File: src/rtl/ped_pkg.sv
`default_nettype none
// ============================================================================
// Module      : ped_pkg
// Description : Shared constants for the pedestrian crossing controller:
//               request FSM encodings, light encodings, timer width.
// Revision    : 1.0 - initial release
// ============================================================================
package ped_pkg;

    localparam int unsigned c_default_timer_scale = 16000000;
    localparam int unsigned c_timer_w             = 30;

    // Request state machine encoding (values 3..7 are illegal and recover to IDLE)
    localparam int unsigned c_state_w  = 3;
    localparam logic [2:0]  c_st_idle    = 3'd0;
    localparam logic [2:0]  c_st_pending = 3'd1;
    localparam logic [2:0]  c_st_lockout = 3'd2;

    // Controller light-state encodings
    localparam logic [1:0]  c_light_car_green = 2'd0;
    localparam logic [1:0]  c_light_car_amber = 2'd1;
    localparam logic [1:0]  c_light_ped_green = 2'd2;
    localparam logic [1:0]  c_light_all_red   = 2'd3;

    // Counter width able to hold 0..n-1
    function automatic int unsigned f_cnt_w(input int unsigned n);
        return (n <= 2) ? 1 : $clog2(n);
    endfunction

endpackage
`default_nettype wire

File: src/rtl/ped_debounce.sv
`default_nettype none
// ============================================================================
// Module      : ped_debounce
// Description : Two-flop synchroniser, debounce counter and press-edge pulse.
//               Output level is normalised so that 1 means pressed.
// Revision    : 1.0 - initial release
// ============================================================================
module ped_debounce
    import ped_pkg::*;
#(
    parameter int unsigned DEBOUNCE_TICKS    = 320000,
    parameter bit          BUTTON_ACTIVE_LOW = 1'b1
) (
    input  logic pin3_clk_16mhz,
    input  logic rst,
    input  logic button_raw,
    output logic level,
    output logic press_pulse
);

    localparam int unsigned          c_cnt_w    = f_cnt_w(DEBOUNCE_TICKS);
    localparam logic [c_cnt_w-1:0]   c_cnt_last = c_cnt_w'(DEBOUNCE_TICKS - 1);
    localparam logic                 c_released = BUTTON_ACTIVE_LOW;

    logic               r_sync1;
    logic               r_sync2;
    logic               r_level;
    logic               r_level_d;
    logic               r_press_pulse;
    logic [c_cnt_w-1:0] r_cnt;
    logic               w_pressed;

    assign w_pressed = r_sync2 ^ c_released;

    always_ff @(posedge pin3_clk_16mhz) begin
        if (rst) begin
            r_sync1       <= c_released;
            r_sync2       <= c_released;
            r_level       <= 1'b0;
            r_level_d     <= 1'b0;
            r_press_pulse <= 1'b0;
            r_cnt         <= '0;
        end else begin
            r_sync1       <= button_raw;
            r_sync2       <= r_sync1;
            r_level_d     <= r_level;
            r_press_pulse <= r_level & ~r_level_d;
            // A level change needs DEBOUNCE_TICKS consecutive disagreeing samples
            if (w_pressed == r_level) begin
                r_cnt <= '0;
            end else if (r_cnt == c_cnt_last) begin
                r_level <= w_pressed;
                r_cnt   <= '0;
            end else begin
                r_cnt <= r_cnt + 1'b1;
            end
        end
    end

    assign level       = r_level;
    assign press_pulse = r_press_pulse;

endmodule
`default_nettype wire

File: src/rtl/ped_button_request.sv
`default_nettype none
// ============================================================================
// Module      : ped_button_request
// Description : Pedestrian button front end: debounced press -> held request,
//               acknowledge lockout, WAIT lamp and saturating press counter.
//               Optional macro WAIT_BLINK_EN blinks the WAIT lamp at 1 Hz.
// Revision    : 1.0 - initial release
// ============================================================================
module ped_button_request
    import ped_pkg::*;
#(
    parameter int unsigned TIMER_SCALE       = c_default_timer_scale,
    parameter int unsigned DEBOUNCE_TICKS    = 320000,
    parameter int unsigned LOCKOUT_SECONDS   = 5,
    parameter bit          BUTTON_ACTIVE_LOW = 1'b1
) (
    input  logic       pin3_clk_16mhz,
    input  logic       rst,
    input  logic       pin9_ped_button,
    input  logic       ped_ack,
    output logic       ped_request,
    output logic       pin10_wait_lamp,
    output logic       press_pulse,
    output logic [7:0] press_count
);

    localparam logic [c_timer_w-1:0] c_lock_load =
        c_timer_w'(LOCKOUT_SECONDS * TIMER_SCALE - 1);

    logic                 w_press_pulse;
    logic                 w_level_unused;
    logic [c_state_w-1:0] r_state;
    logic [c_state_w-1:0] w_state_nxt;
    logic [c_timer_w-1:0] r_timer;
    logic [c_timer_w-1:0] w_timer_nxt;
    logic                 r_ped_request;
    logic                 r_wait_lamp;
    logic [7:0]           r_press_count;

    ped_debounce #(
        .DEBOUNCE_TICKS    (DEBOUNCE_TICKS),
        .BUTTON_ACTIVE_LOW (BUTTON_ACTIVE_LOW)
    ) u_debounce (
        .pin3_clk_16mhz (pin3_clk_16mhz),
        .rst            (rst),
        .button_raw     (pin9_ped_button),
        .level          (w_level_unused),
        .press_pulse    (w_press_pulse)
    );

    always_comb begin
        w_state_nxt = r_state;
        w_timer_nxt = r_timer;
        case (r_state)
            c_st_idle: begin
                if (w_press_pulse) w_state_nxt = c_st_pending;
            end
            c_st_pending: begin
                // An acknowledge beats a coincident press
                if (ped_ack) begin
                    w_state_nxt = c_st_lockout;
                    w_timer_nxt = c_lock_load;
                end
            end
            c_st_lockout: begin
                if (r_timer == '0) w_state_nxt = c_st_idle;
                else               w_timer_nxt = r_timer - 1'b1;
            end
            default: w_state_nxt = c_st_idle;
        endcase
    end

    always_ff @(posedge pin3_clk_16mhz) begin
        if (rst) begin
            r_state       <= c_st_idle;
            r_timer       <= '0;
            r_ped_request <= 1'b0;
            r_press_count <= 8'd0;
        end else begin
            r_state       <= w_state_nxt;
            r_timer       <= w_timer_nxt;
            r_ped_request <= (w_state_nxt == c_st_pending);
            if (w_press_pulse && (r_press_count != 8'hFF)) begin
                r_press_count <= r_press_count + 8'd1;
            end
        end
    end

`ifdef WAIT_BLINK_EN
    localparam logic [c_timer_w-1:0] c_blink_last = c_timer_w'(TIMER_SCALE / 2 - 1);

    logic [c_timer_w-1:0] r_blink_cnt;

    // Lamp lights on PENDING entry, then toggles every half second
    always_ff @(posedge pin3_clk_16mhz) begin
        if (rst || (w_state_nxt != c_st_pending)) begin
            r_blink_cnt <= '0;
            r_wait_lamp <= 1'b0;
        end else if (r_state != c_st_pending) begin
            r_blink_cnt <= '0;
            r_wait_lamp <= 1'b1;
        end else if (r_blink_cnt == c_blink_last) begin
            r_blink_cnt <= '0;
            r_wait_lamp <= ~r_wait_lamp;
        end else begin
            r_blink_cnt <= r_blink_cnt + 1'b1;
        end
    end
`else
    always_ff @(posedge pin3_clk_16mhz) begin
        if (rst) r_wait_lamp <= 1'b0;
        else     r_wait_lamp <= (w_state_nxt == c_st_pending);
    end
`endif

    assign ped_request     = r_ped_request;
    assign pin10_wait_lamp = r_wait_lamp;
    assign press_pulse     = w_press_pulse;
    assign press_count     = r_press_count;

endmodule
`default_nettype wire
File: config.mk
export PLATFORM = sky130hd
export DESIGN_NAME = ped_button_request
export DESIGN_NICKNAME = d
export VERILOG_FILES = /design/src/rtl/ped_pkg.sv /design/src/rtl/ped_debounce.sv /design/src/rtl/ped_button_request.sv
export SDC_FILE = /design/constraint.sdc
export NUM_CORES = 1
export LEC_CHECK = 0
export CORE_UTILIZATION = 40
export DETAILED_ROUTE_END_ITERATION = 10
export PLACE_DENSITY = 0.58
export SYNTH_ARGS = -nofsm -noshare
export SYNTH_HDL_FRONTEND = slang
export SYNTH_SLANG_ARGS = --single-unit
File: constraint.sdc
create_clock -name pin3_clk_16mhz -period 4.9 [get_ports pin3_clk_16mhz]
set_input_delay 0.49 -clock pin3_clk_16mhz [delete_from_list [all_inputs] [get_ports pin3_clk_16mhz]]
set_output_delay 0.49 -clock pin3_clk_16mhz [all_outputs]
set_load 0.03 [all_outputs]
; After elaboration in Yosys (flattened, before gate mapping)
; Cells that the tools add are included.
[totals]
register_bits = 66
input_bits = 4
out_inout_bits = 11
[classes]
n_addsub = 3
n_eq_ne = 8
n_mux = 7
bitwise_logic = 4
reduce_logical = 7
[ops]
columns = operator, n
row1 = $mux 30, 2
row2 = $pmux 30 s2, 1
row3 = $logic_not 30->1, 1
row4 = $sub 30x1->30 const B, 1
row5 = $add 19x1->19 const B, 1
row6 = $eq 19x19->1 const B, 1
row7 = $mux 3, 3
row8 = $pmux 3 s3, 1
row9 = $add 8x1->8 const B, 1
row10 = $ne 8x8->1 const B, 1
row11 = $eq 3x1->1 const B, 2
row12 = $ne 2x2->1 const B, 2
row13 = $eq 3x2->1 const B, 1
row14 = $logic_not 3->1, 1
row15 = $not 1->1, 3
row16 = $reduce_and 3->1, 1
row17 = $reduce_or 3->1, 1
row18 = $reduce_and 2->1, 1
row19 = $reduce_bool 2->1, 1
row20 = $and 1x1->1, 1
row21 = $eq 1x1->1, 1
row22 = $logic_and 1x1->1, 1

; Depth between registers and ports, before layout
; Gate-level depths: netlist of run 1.
[logic_depth]
ltp_word = 4
ltp_mapped = 9
depth_no_buf = 7

; Cells and area by module
; From an unflattened synthesis of run 1, not the netlist that was laid out.
[unflattened]
hier_cells = 357
hier_area_um2 = 3245.6
[modules_own_cells]
columns = mod, n_inst, cells_per_inst, area_each_um2
row1 = ped_button_request, 1, 240, 2127.0
row2 = ped_debounce, 1, 117, 1118.6

; Worst setup path before layout of run 1
; No wires, ideal clock.
[synth_timing]
path_kind = reg2reg
start = register r_timer[12]
end = register r_timer[4]
arrival_ns = 2.327
required_ns = 4.763
path_slack_ns = 2.435
stages_incl_launch_ff = 9
cell_sequence = dfxtp_1 -> buf_6 -> or4_4 -> or4_1 -> buf_2 -> or3_4 -> buf_6 -> a311oi_1 -> a311oi_1
[synth_via]
elab_chain_cells = 3
[synth_rtl]
columns = element, line_no
row1 = "start, declared", ped_button_request.sv:34  ; logic [c_timer_w-1:0] r_timer;
row2 = "start signal, assigned", ped_button_request.sv:81  ; r_timer <= w_timer_nxt;
row3 = $logic_not 30->1, ped_button_request.sv:66  ; if (r_timer == '0) w_state_nxt = c_st_idle;
row4 = $ne 2x2->1 (no line), n/a
row5 = $reduce_and 3->1 (no line), n/a
; Every way passes these cells.
; A chain may end at the register's enable or synchronous reset.

; Worst setup path after layout of run 1
[layout_timing]
start = register r_timer[0]
end = register r_timer[1]
[layout_via]
elab_chain_cells = 3
elab_cells_between_ends = 6
cone_classes = add/sub: 1 / eq/ne: 1 / mux: 2 / reduce/logical: 2
[layout_rtl]
columns = element, line_no
row1 = $sub 30x1->30 / $logic_not 30->1 (equally long branches), "ped_button_request.sv:67, ped_button_request.sv:66"
row2 = $mux 30 / $ne 2x2->1 (equally long branches), n/a
row3 = $pmux 30 s2 / $reduce_and 3->1 (equally long branches), n/a
; Parallel ways exist; a longest one is shown, timed or not. The select of a mux whose other input is x is not followed.

==> impl_metrics.tcl, run 1 <==
set metrics [dict create \
    postCtsHoldBufs 0 \
    multi_input_area_um2 1660 \
    ff_latch_area_um2 1320 \
    track_usage_pct 17.4 \
    vias 2633 \
    synth_flop_cell "dfxtp_1" \
    start_util_pct 42.2 \
    outcome "finished, final reports clean" \
    synth_area_leaders "dfxtp_1, xnor2_1, nor2_1" \
    worstPathRequired_ps 5130 \
    synth_cell_types 48 \
    cpPeakStageDelay_ps 910 \
    slowest_stage "nor3_2" \
    port_buffers 14 \
    cp-start-kind "flop" \
    nFillCells 736 \
    ys_ff_latch 66 \
    crit_path_end_kind "flop" \
    clock_latency_ps 340 \
    finalNetCount 381 \
    syn2layout_area_growth_pct 14.2 \
    grt-ovfl-total 0 \
    cp_cell_sequence "inv_1 > ha_1 > or4b_1 > or4_1 > nor3_2 > nor2_1 > o311a_1" \
    coreArea_um2 7410 \
    drive_gt1_share_pct 8.18 \
    syn_area_per_cell_um2 8.56 \
    ys_warn_count 0 \
    synth_top_area_share_pct 42.3 \
    path_class "flop to flop" \
    die_x_um 90.4 \
    hp-class "flop to flop" \
    placementRows 31 \
    whs_ps 385 \
    fin_tns_setup_ps 0 \
    ff2ff_setup_slack_ps 1730 \
    fin_crit_sh_pct 64.6 \
    layout.cells.most_common_list "dfxtp_1, nor2_1, xnor2_1, nor4_1" \
    cts_resized 0 \
    diodes 0 \
    final_common_cell "dfxtp_1" \
    postRouteAntennaNets 0 \
    totalWireLength_um 6460 \
    synth_edf_count 0 \
    worst_slew_pin_slew_ps 1110 \
    synth_area_um2 3120 \
    cts_made_buffers 9 \
    clock-sinks 66 \
    wl_per_cell_um 13.5 \
    ir_worst_vdd_v 0.000118 \
    ios 15 \
    dp_hpwl_um 4260 \
    synth_nets 372 \
    drtPass1Iterations 4 \
    max-cap-violations 0 \
    cts_max_level 3 \
    post_cts_buffers 0 \
    grt_max_degree 31 \
    arrival_ps 3390 \
    drcViolationCount 0 \
    cts_root_buffer "clkbuf_8" \
    grt_pass1_vias 2421 \
    hold_viol_final 0 \
    crit_fanout 21 \
    yosys.area.top_type "dfxtp_1" \
    synthArstFlopShare_pct 0 \
    place.gp.congestion 0.740 \
    layout_min_cycle_time_ps 3170 \
    skew_ps 7.17 \
    drt_iter0_markers 114 \
    slew_headroom_pct 25.6 \
    setup_viol 0 \
    syn_inst 365 \
    dieArea_um2 8170 \
    clk_pin_slew_ps 70 \
    tritoncts "built" \
    die_h_um 90.4 \
    p_per_area_nw_per_um2 315 \
    avgViaCountPerCell 5.51 \
    clk_path_buf_depth 2 \
    p_leak_nw 1.24 \
    synth_seq_area_share_pct 42.3 \
    grt_pass1_wl_um 11300 \
    antenna_found_initial 0 \
    fmax_mhz 316 \
    maxSlewViolCount 0 \
    rsz0062_at_grt "false" \
]
## layout make-up
type	count	share of cell area, %
inverters	14	1.47
repair buffers	17	4.56
multi-input cells	266	46.4
clock buffers	11	4.24
flip-flops and latches	66	37.0
well taps	99	3.47
clock inverters	5	2.81
## layer usage
layer / part of all wire, % / global-route usage, % / routed length [um] / vias to the layer above
met5: 0 / 0 / 0 / -
met4: 1.4 / 6.45 / 91 / 0
li1: - / - / - / 1367
met2: 45 / 26.5 / 2890 / 39
met3: 4.1 / 5.98 / 267 / 8
met1: 50 / 22.6 / 3220 / 1219
## cell families (layout without fill, tap and decap cells)
| family | Yosys count | after routing | synth area share [%] |
|---|---|---|---|
| simple gates | 172 | 172 | 30.4 |
| buf+inv | 33 | 47 | 4.85 |
| mux | 5 | 5 | 1.60 |
| other cells | 1 | 1 | 0.120 |
| compound gates | 62 | 62 | 13.1 |
| flops | 66 | 66 | 42.3 |
| xor+xnor | 23 | 23 | 6.45 |
| fa+ha+maj | 3 | 3 | 1.20 |
## state kept, by name, indices dropped and copies added, names as in the netlist
name,cells
press_count,8
u_debounce.level,1
r_timer,30
r_state,3
pin10_wait_lamp,1
u_debounce.r_level_d,1
u_debounce.r_sync2,1
u_debounce.r_sync1,1
u_debounce.r_cnt,19
u_debounce.press_pulse,1
## path summary, 6_finish.rpt
| check | from | end | cells after the start |
|---|---|---|---|
| hold reg to reg | u_debounce.r_level_d$_SDFF_PP0_ | u_debounce.press_pulse$_SDFF_PP0_ | 1 |
| setup reg to reg | r_timer[0]$_SDFFE_PP0P_ | r_timer[1]$_SDFFE_PP0P_ | 7 |
| setup / recovery | r_timer[0]$_SDFFE_PP0P_ | r_timer[1]$_SDFFE_PP0P_ | 7 |
| hold / removal | u_debounce.r_level_d$_SDFF_PP0_ | u_debounce.press_pulse$_SDFF_PP0_ | 1 |
## critical path: cells and delay by family (launching register included)
family	cells	cell delay, ps
AND/OR/NAND/NOR	4	2100
flip-flops	1	360
AO/OA/AOI/OAI	1	340
adder cells (fa/ha/maj)	1	190
buffers and inverters	1	70
## cell usage after synthesis (2+ instances only)
cell type	n
dfxtp_1	66
xnor2_1	18
inv_1	14
a311oi_1	2
nor2_1	41
nor2b_1	2
a211oi_1	5
xor2_1	5
a31oi_1	8
nand3_1	13
nor3b_1	3
nand2_1	17
a21oi_1	15
and3_1	7
mux2i_1	5
buf_6	2
o21ai_0	10
o31ai_1	10
or3_1	17
o31a_1	3
buf_4	3
or4_1	16
or2_2	8
nor4_1	18
clkbuf_1	11
ha_1	3
buf_1	2
nor3_1	14
o41ai_1	3
nand4_1	6
## where the power goes
part / switching [mW] / leakage [nW] / internal (mW)
Clock: 0.208 / 0.129 / 0.364
Combinational: 0.00994 / 0.577 / 0.00492
Sequential: 0.00126 / 0.532 / 0.538
Total: 0.219 / 1.24 / 0.907
## per-stage QoR
stage               area [um^2]  cells  util [%]  setup WS (ps)  total power [mW]
finish                     3570    478      48.2           1730              1.13
global route               3570    478      48.2           1540              1.17
CTS                        3570    478      48.2           1740              1.14
detailed placement         3320    462      44.8           1760             0.566
global placement           3320    462      44.8           1820             0.566
floorplan                  3120    365         -           2440             0.560
(Power assumes the default switching activity.)
==> inputs of run 2 (changes only) <==
--- a/config.mk
+++ b/config.mk
@@ -7,7 +7,7 @@
 export LEC_CHECK = 0
 export CORE_UTILIZATION = 40
 export DETAILED_ROUTE_END_ITERATION = 10
-export PLACE_DENSITY = 0.58
+export PLACE_DENSITY = 0.6
 export SYNTH_ARGS = -nofsm -noshare
 export SYNTH_HDL_FRONTEND = slang
 export SYNTH_SLANG_ARGS = --single-unit
==> constraint.sdc (replaced) <==
create_clock -name pin3_clk_16mhz -period 2.8 [get_ports pin3_clk_16mhz]
set_input_delay 0.28 -clock pin3_clk_16mhz [delete_from_list [all_inputs] [get_ports pin3_clk_16mhz]]
set_output_delay 0.28 -clock pin3_clk_16mhz [all_outputs]
set_load 0.03 [all_outputs]
==> run 2 against run 1 <==
  * Sequential cell count unchanged
  * Combinational power increased by 83%
  * Wire length increased by 4.2%
  * Fmax increased by 16%
  * Global-route usage increased by 0.38 points
  * Final area increased by 0.88%
  * Clock power increased by 44%
  * Setup slack got worse by 1700 ps
  * Critical endpoint is now r_timer[15]$_SDFFE_PP0P_
==> impl_metrics.tcl, run 2 (synthesis results as in run 1) <==
set metrics [dict create \
    worstPathRequired_ps 3040 \
    die_x_um 90.4 \
    pwr-share-seq_pct 52.6 \
    hold_path_startpoint "u_debounce.r_level_d$_SDFF_PP0_" \
    setup_viol 0 \
    cts_made_buffers 9 \
    ff2ff_setup_slack_ps 70 \
    dpl_cell_area_um2 3380 \
    grt_pass1_vias 2455 \
    r2r_start "r_timer[0]$_SDFFE_PP0P_" \
    p_int_mw 1.39 \
    reg2reg_to "r_timer[15]$_SDFFE_PP0P_" \
    slew_headroom_pct 52.7 \
    avgViaCountPerCell 5.49 \
    hold_viol_final 0 \
    worst_slew_pin_slew_ps 700 \
    finalNetCount 389 \
    final_design_area_no_fill_um2 3600 \
    p_switching_uw 404 \
    drt_iter0_markers 128 \
    fmax_mhz 367 \
    port_buffers 14 \
    totalWireLength_um 6730 \
    die_h_um 90.4 \
    timing.final.ws_setup_ps 73.5 \
    track_usage_pct 17.7 \
    final_common_cell "dfxtp_1" \
    fin_tns_setup_ps 0 \
    slowest_stage "or4b_4" \
    clk_pin_slew_ps 70 \
    cp_cell_sequence "inv_1 > ha_1 > or4b_4 > or4_1 > or3_4 > a211o_1 > and3_1" \
    skew_ps 8.73 \
    regMostFlops "r_timer" \
    postRouteAntennaNets 0 \
    cts_root_buffer "clkbuf_8" \
    placementRows 31 \
    nFillCells 701 \
    dp_hpwl_um 4480 \
    layout.cells.most_common_list "dfxtp_1, nor2_1, xnor2_1" \
    ir_worst_vdd_v 0.000278 \
    path_class "flop to flop" \
    start_util_pct 42.2 \
    cp-start-kind "flop" \
    crit_fanout 11 \
    ios 15 \
    p_clk_share_pct 45.8 \
    postCtsHoldBufs 0 \
    maxSlewViolCount 0 \
    clock-sinks 66 \
    arrival_ps 2960 \
    whs_ps 387 \
    crit_path_end_kind "flop" \
    switching_share_pct 22.5 \
    worstHoldEndpoint "u_debounce.press_pulse$_SDFF_PP0_" \
    vias 2668 \
    clk_path_buf_depth 2 \
    grt_max_degree 30 \
    largest_reg_flops 30 \
    post_cts_buffers 0 \
    cts_max_level 3 \
    p_comb_share_pct 1.5 \
    rsz0062_at_grt "false" \
    multi_input_area_um2 1680 \
    drtPass1Iterations 4 \
    dieArea_um2 8170 \
    diodes 0 \
    worst-r2r-cell-count 7 \
    drcViolationCount 0 \
    cp_top_family "simple AND/OR/NAND/NOR gates" \
    place.gp.congestion 0.763 \
    p_per_area_nw_per_um2 497 \
    outcome "finished, final reports clean" \
    grt_pass1_wl_um 11600 \
    min_path_cells 1 \
    layout_min_cycle_time_ps 2730 \
    tritoncts "built" \
    antenna_found_initial 0 \
    wl_per_cell_um 13.9 \
    p_leak_nw 1.24 \
    post-place-ws_ps 37.6 \
    clock_latency_ps 350 \
    coreArea_um2 7410 \
    grt-ovfl-total 0 \
    syn2layout_area_growth_pct 15.2 \
    max-cap-violations 0 \
    ff_latch_area_um2 1320 \
    crit_buf_inv 1 \
    cpPeakStageDelay_ps 520 \
    drive_gt1_share_pct 11.1 \
    hp-class "flop to flop" \
    fin_crit_sh_pct 97.4 \
    cts_resized 0 \
]
## run 2: how the worst max path moves through the flow
stage	from	to	slack [ps]	depth (start not counted)
6_report	r_timer[0]$_SDFFE_PP0P_	r_timer[15]$_SDFFE_PP0P_	70	7
5_1_grt	r_timer[0]$_SDFFE_PP0P_	r_timer[4]$_SDFFE_PP0P_	7	7
4_1_cts	r_timer[13]$_SDFFE_PP0P_	r_timer[14]$_SDFFE_PP0P_	3	5
3_5_place_dp	r_timer[13]$_SDFFE_PP0P_	r_timer[22]$_SDFFE_PP0P_	40	5
3_3_place_gp	r_timer[0]$_SDFFE_PP0P_	r_timer[2]$_SDFFE_PP0P_	90	7
2_1_floorplan	r_timer[12]$_SDFFE_PP0P_	r_timer[4]$_SDFFE_PP0P_	340	8
## run 2: metal layers
metal  up-vias  routed length [um]  track usage, %
met2        53                3040            26.8
met5         -                   0               0
met4         0                 111            8.87
met1      1230                3250            23.4
li1       1377                   -               -
met3         8                 327            4.55
## run 2: final cells by class
| class | count | area share, % |
|---|---|---|
| Clock buffer | 10 | 3.82 |
| Sequential cell | 66 | 36.7 |
| Clock inverter | 6 | 1.81 |
| Tap cell | 99 | 3.44 |
| Multi-Input combinational cell | 266 | 46.6 |
| Inverter | 14 | 1.46 |
| Timing Repair Buffer | 25 | 6.19 |
## run 2: power groups by stage
stage / clock network (mW) / logic, mW / registers, mW
5_1_grt: 0.884 / 0.0304 / 0.943
6_report: 0.821 / 0.0272 / 0.943
4_1_cts: 0.847 / 0.0276 / 0.942
3_5_place_dp: 0 / 0.0276 / 0.964
3_3_place_gp: 0 / 0.0278 / 0.964
2_1_floorplan: 0 / 0.0154 / 0.964
## run 2: metrics by stage
stage               util [%]  total power, mW  cells
floorplan                  -            0.979    365
CTS                     48.3             1.82    486
detailed placement      45.6            0.992    470
global route            48.6             1.86    486
global placement        45.6            0.992    470
finish                  48.6             1.79    486
